File: config.mk
export PLATFORM = sky130hd
export DESIGN_NAME = chunked_adder
export DESIGN_NICKNAME = d
export VERILOG_FILES = /design/src/rtl/chunked_adder.sv
export SDC_FILE = /design/constraint.sdc
export NUM_CORES = 1
export LEC_CHECK = 0
export ABC_AREA = 1
export BUFFER_PORTS_ARGS = -buffer_cell sky130_fd_sc_hd__buf_2
export CORE_MARGIN = 8
export CORE_UTILIZATION = 35
export CTS_BUF_LIST = sky130_fd_sc_hd__clkbuf_8
export DETAILED_ROUTE_END_ITERATION = 10
export PLACE_DENSITY_LB_ADDON = 0.25
export SLEW_MARGIN = 40
export SYNTH_ARGS = -nofsm -noshare
export SYNTH_HDL_FRONTEND = slang
export SYNTH_SLANG_ARGS = --single-unit
File: constraint.sdc
create_clock -name clk -period 5.68 [get_ports clk]
set_input_delay 0.284 -clock clk [delete_from_list [all_inputs] [get_ports clk]]
set_output_delay 0.284 -clock clk [all_outputs]
set_load 0.02 [all_outputs]
File: src/rtl/chunked_adder.sv
// chunked_adder: multi-cycle WIDTH-bit adder/subtractor that sums CHUNK bits
// per clock, LSB chunk first, through one shared CHUNK-bit carry slice.
//
// Ports:
//   clk        rising-edge clock
//   rst_n      synchronous active-low reset
//   in_valid   operands/mode valid        in_ready   accepting (IDLE only)
//   a, b       WIDTH-bit operands
//   sub        0: a+b+cin, 1: a-b (cin ignored)
//   cin        carry-in for addition
//   out_valid  result/flags valid (DONE)  out_ready  consumer takes result
//   sum        result modulo 2^WIDTH
//   cout       carry out of MSB (subtraction: 1 = no borrow)
//   ovf        two's-complement signed overflow
//   zero       sum == 0
module chunked_adder #(
  parameter int WIDTH = 32,
  parameter int CHUNK = 8
) (
  input  logic             clk,
  input  logic             rst_n,
  input  logic             in_valid,
  output logic             in_ready,
  input  logic [WIDTH-1:0] a,
  input  logic [WIDTH-1:0] b,
  input  logic             sub,
  input  logic             cin,
  output logic             out_valid,
  input  logic             out_ready,
  output logic [WIDTH-1:0] sum,
  output logic             cout,
  output logic             ovf,
  output logic             zero
);

  localparam int N  = WIDTH / CHUNK;
  localparam int CW = (N > 1) ? $clog2(N) : 1;

  typedef enum logic [1:0] {
    IDLE = 2'd0,
    RUN  = 2'd1,
    DONE = 2'd2
  } state_t;

  state_t           state;
  logic [CW-1:0]    idx;
  logic             carry;
  logic [WIDTH-1:0] op_a;
  logic [WIDTH-1:0] op_b;

  int               base;
  logic [CHUNK-1:0] chunk_a;
  logic [CHUNK-1:0] chunk_b;
  logic [CHUNK-1:0] chunk_r;
  logic             chunk_c;
  logic             msb_cin;
  logic             last;
  logic [WIDTH-1:0] sum_next;

  assign in_ready  = (state == IDLE);
  assign out_valid = (state == DONE);

  always_comb begin
    base     = int'(idx) * CHUNK;
    chunk_a  = op_a[base +: CHUNK];
    chunk_b  = op_b[base +: CHUNK];
    {chunk_c, chunk_r} = {1'b0, chunk_a} + {1'b0, chunk_b} + {{CHUNK{1'b0}}, carry};
    // Carry into the top bit recovered from the slice's own MSB sum bit.
    msb_cin  = chunk_r[CHUNK-1] ^ chunk_a[CHUNK-1] ^ chunk_b[CHUNK-1];
    last     = (idx == CW'(N - 1));
    // Zero flag must see the chunk being written this cycle.
    sum_next = sum;
    sum_next[base +: CHUNK] = chunk_r;
  end

  always_ff @(posedge clk) begin
    if (!rst_n) begin
      state <= IDLE;
      idx   <= '0;
      carry <= 1'b0;
      op_a  <= '0;
      op_b  <= '0;
      sum   <= '0;
      cout  <= 1'b0;
      ovf   <= 1'b0;
      zero  <= 1'b0;
    end else begin
      case (state)
        IDLE: begin
          if (in_valid) begin
            op_a  <= a;
            op_b  <= sub ? ~b : b;
            carry <= sub ? 1'b1 : cin;
            idx   <= '0;
            state <= RUN;
          end
        end
        RUN: begin
          sum   <= sum_next;
          carry <= chunk_c;
          if (last) begin
            cout  <= chunk_c;
            ovf   <= msb_cin ^ chunk_c;
            zero  <= (sum_next == '0);
            state <= DONE;
          end else begin
            idx <= idx + 1'b1;
          end
        end
        DONE: begin
          if (out_ready) state <= IDLE;
        end
        default: state <= IDLE;
      endcase
    end
  end

endmodule

==> qor.txt <==
Status: finished clean
Core area: 0.01571 mm²
Worst-Margin Slew: 693.4 ps
DP Area: 0.006162 mm²
Share of cells above drive strength 1: 16.84%
Worst-skew pair later-pin latency: 390 ps
Port bufs: 106
Crit path DAT: 3980 ps
Wire per inst: 14.39 µm
VDD IR-drop max: 0.1243 mV
Die area: 0.02014 mm²
# Max-Cap Violations: 0
Hold Fails Final Rpt: 0
Data required time of the worst path: 6000 ps
Antenna-violating nets left: 0
Hold WS: 140.7 ps
Post-Syn Area: 0.005548 mm²
Ys Warns: 0
DP HPWL: 11660 µm
# IOs: 107
Clk sinks: 104
Ant. Diodes: 0
Initial DRC count: 383
Die Span Y: 141.9 µm
TritonCTS Buffers: 9
First-pass GRT wire length: 25540 µm
Min Clock Period, post-route: 3658 ps
Clock buffer depth: 2
Mean Syn Cell Area: 6.970 µm²
Vias per cell: 4.805
Worst hold path type: in2reg
Worst R2R End: zero
Slew margin rel.: 53.72%
Layout Utilization: 40.43%
Pleak: 0.003024 µW
Routing usage on met3: 3.730%
Layout area overhead: 14.50%
Worst Setup SP: idx[1]
Gpl congestion: 0.9147
Critical Path End: zero
Final std cell area, no fill: 0.006352 mm²
Worst setup SP type: flip-flop
CP Capture Type: flip-flop
Met2 Usage GRT: 25.90%
Setup_tns: 0 ps
CP max stage delay: 620 ps
Post-synthesis sequential area ratio: 37.53%
Pwr per Cell Area: 298.9 mW/mm²
RSZ-0062 raised after global routing: false
Worst Skew: 11.45 ps
Row count: 46
Critical Path Stages: 19
Initial antenna violation count: 0
Post-CTS Setup Bufs: 0
Largest net degree at the start of global routing: 55
Pins over their slew limit: 0
Slowest-stage cell, CP: inv_1
DRT Wirelength: 15670 µm
Reg-to-Reg Start: idx[1]
Placed insts: 1073
Delay-heaviest family, CP: simple AND/OR/NAND/NOR gates
Initial cell density of the core: 35.31%
WP buf/inv: 3
Vias in the first global route: 5100
Via count: 5233
Resize count post-CTS: 0
GR Overflow Total: 0
Most common cell on crit path: nand3_1
Fmax: 0.2734 GHz
FF-to-FF path depth: 19
Gr busiest metal: met2
# hold bufs at CTS: 0
Crit path cell chain: inv_1 -> o21ai_0 -> o22ai_1 -> fa_1 -> inv_1 -> fa_1 -> inv_1 -> nand2_2 -> nand2_1 -> nand3_1 -> nand2_1 -> nand2_2 -> nand3_1 -> o21ai_0 -> nor2_1 -> nand3_1 -> nor2_1 -> nand3_1 -> a21oi_1
CTS clock-pin slew for the worst setup and hold paths: 110 ps
H-Tree Depth: 3
Overall routing resource usage: 15.91%
Critical path class: reg2reg
Syn Inst Count: 796
Finished Layout Cells: 1089
Synthesized flop and latch total: 104
# setup viols final: 0
Die Span X: 141.9 µm
Crit-path max FO: 22
Clock root buffer: clkbuf_8
Mapped Nets: 881
Pre-antenna DRT Iters: 5
Fin nets: 953
DR DRC count: 0
CTS tree: built
M1 GR Usage: 20.09%
Synth cell types: 35
Final Cycle Share: 64.40%
Reg-to-reg setup timing slack: 2020 ps
-- power breakdown --
group | internal, µW | switching (µW)
Sequential | 795 | 43.9
Clock | 168 | 275
Combinational | 211 | 405
-- cells in the mapped netlist --
master | count | share of area (%)
fa_1 | 2 | 0.72
nor2_2 | 2 | 0.23
a21oi_1 | 20 | 1.8
o21ai_0 | 84 | 7.6
a21boi_1 | 1 | 0.14
nor3_1 | 1 | 0.090
a211oi_1 | 32 | 4.3
a31oi_1 | 1 | 0.11
inv_2 | 6 | 0.41
xnor2_1 | 33 | 5.2
nand2_1 | 102 | 6.9
clkinv_1 | 1 | 0.068
nand3_1 | 30 | 2.7
o21ai_1 | 2 | 0.18
clkbuf_1 | 33 | 2.2
a22oi_1 | 1 | 0.14
o21a_1 | 2 | 0.27
nor2_4 | 1 | 0.20
o22ai_1 | 13 | 1.5
buf_6 | 2 | 0.41
nand4_1 | 14 | 1.6
dfxtp_1 | 104 | 38
o21ai_2 | 1 | 0.16
o22ai_2 | 2 | 0.45
inv_1 | 84 | 5.7
buf_2 | 12 | 1.1
or2_1 | 1 | 0.11
ha_1 | 13 | 2.9
a32oi_1 | 2 | 0.32
xor2_1 | 2 | 0.32
buf_4 | 1 | 0.14
nor2_1 | 167 | 11
o211ai_1 | 17 | 2.3
nand3_2 | 2 | 0.36
nand2_2 | 5 | 0.56
-- cells in the final DEF, fill, tap and decap left out --
cell        n
a211oi_1   32
a21boi_1    1
a21oi_1    20
a22oi_1     1
a31oi_1     1
a32oi_1     2
buf_2     104
buf_4       5
clkbuf_8    9
clkinv_1    1
clkinv_2    2
clkinv_4    2
dfxtp_1   104
fa_1        2
ha_1       13
inv_1      83
inv_2       6
inv_6       3
inv_8       1
nand2_1   100
nand2_2     7
nand3_1    30
nand3_2     2
nand4_1    14
nor2_1    167
nor2_2      2
nor2_4      1
nor3_1      1
o211ai_1   17
o21a_1      2
o21ai_0    84
o21ai_1     2
o21ai_2     1
o22ai_1    13
o22ai_2     2
or2_1       1
xnor2_1    33
xor2_1      2
-- per-stage QoR --
step	setup slack, ps	total power (µW)
2_1_floorplan	2618	1300
3_3_place_gp	2229	1469
3_5_place_dp	2100	1472
4_1_cts	2083	1917
5_1_grt	1589	2034
6_report	2022	1899
-- kinds of logic (layout without fill, tap and decap cells) --
group,after synthesis,in the layout,synth area share [%]
flip-flops,104,104,37.53
adder cells (fa/ha/maj),15,15,3.654
AO/OA/AOI/OAI,178,178,19.24
buffers and inverters,139,216,10.01
XOR/XNOR,35,35,5.526
AND/OR/NAND/NOR,325,325,24.04
-- flip-flops by register name, summed over array words and instances (netlist names) --
register  cells
idx           2
ovf           1
zero          1
carry         1
state         2
op_b         32
cout          1
op_a         32
sum          32
-- area by class of cell --
class,instances,area [µm²]
flip-flops and latches,104,2082
clock buffers,9,123.9
fillers,1738,9360
inverters,91,342.8
well taps,216,270.3
clock inverters,7,60.06
repair buffers,109,558.0
multi-input cells,553,2915
-- worst min-delay path by stage --
stage | start | to | slack [ps] | cells after the start
4_1_cts | a[19] | op_a[19] | 120 | 3
5_1_grt | a[19] | op_a[19] | 130 | 3
6_report | a[19] | op_a[19] | 140 | 3
3_5_place_dp | op_b[1] | op_b[1] | 450 | 2
3_3_place_gp | op_b[1] | op_b[1] | 440 | 2
2_1_floorplan | op_b[1] | op_b[1] | 430 | 2
-- routing by layer --
layer,vias up,part of all wire [%]
li1,2745,-
met1,2323,47
met2,137,46
met3,28,5.0
met4,0,2.1
met5,-,0
-- worst register-to-register path, cell delays in order, from the launching register on --
cell and delay [ps]:
dfxtp_1 520, inv_1 630, o21ai_0 260, o22ai_1 230, fa_1 280, inv_1 70
fa_1 410, inv_1 100, nand2_2 60, nand2_1 80, nand3_1 90, nand2_1 80
nand2_2 80, nand3_1 80, o21ai_0 100, nor2_1 140, nand3_1 90, nor2_1 90
nand3_1 80, a21oi_1 120
No activity file was read; power rests on OpenSTA's default activity.
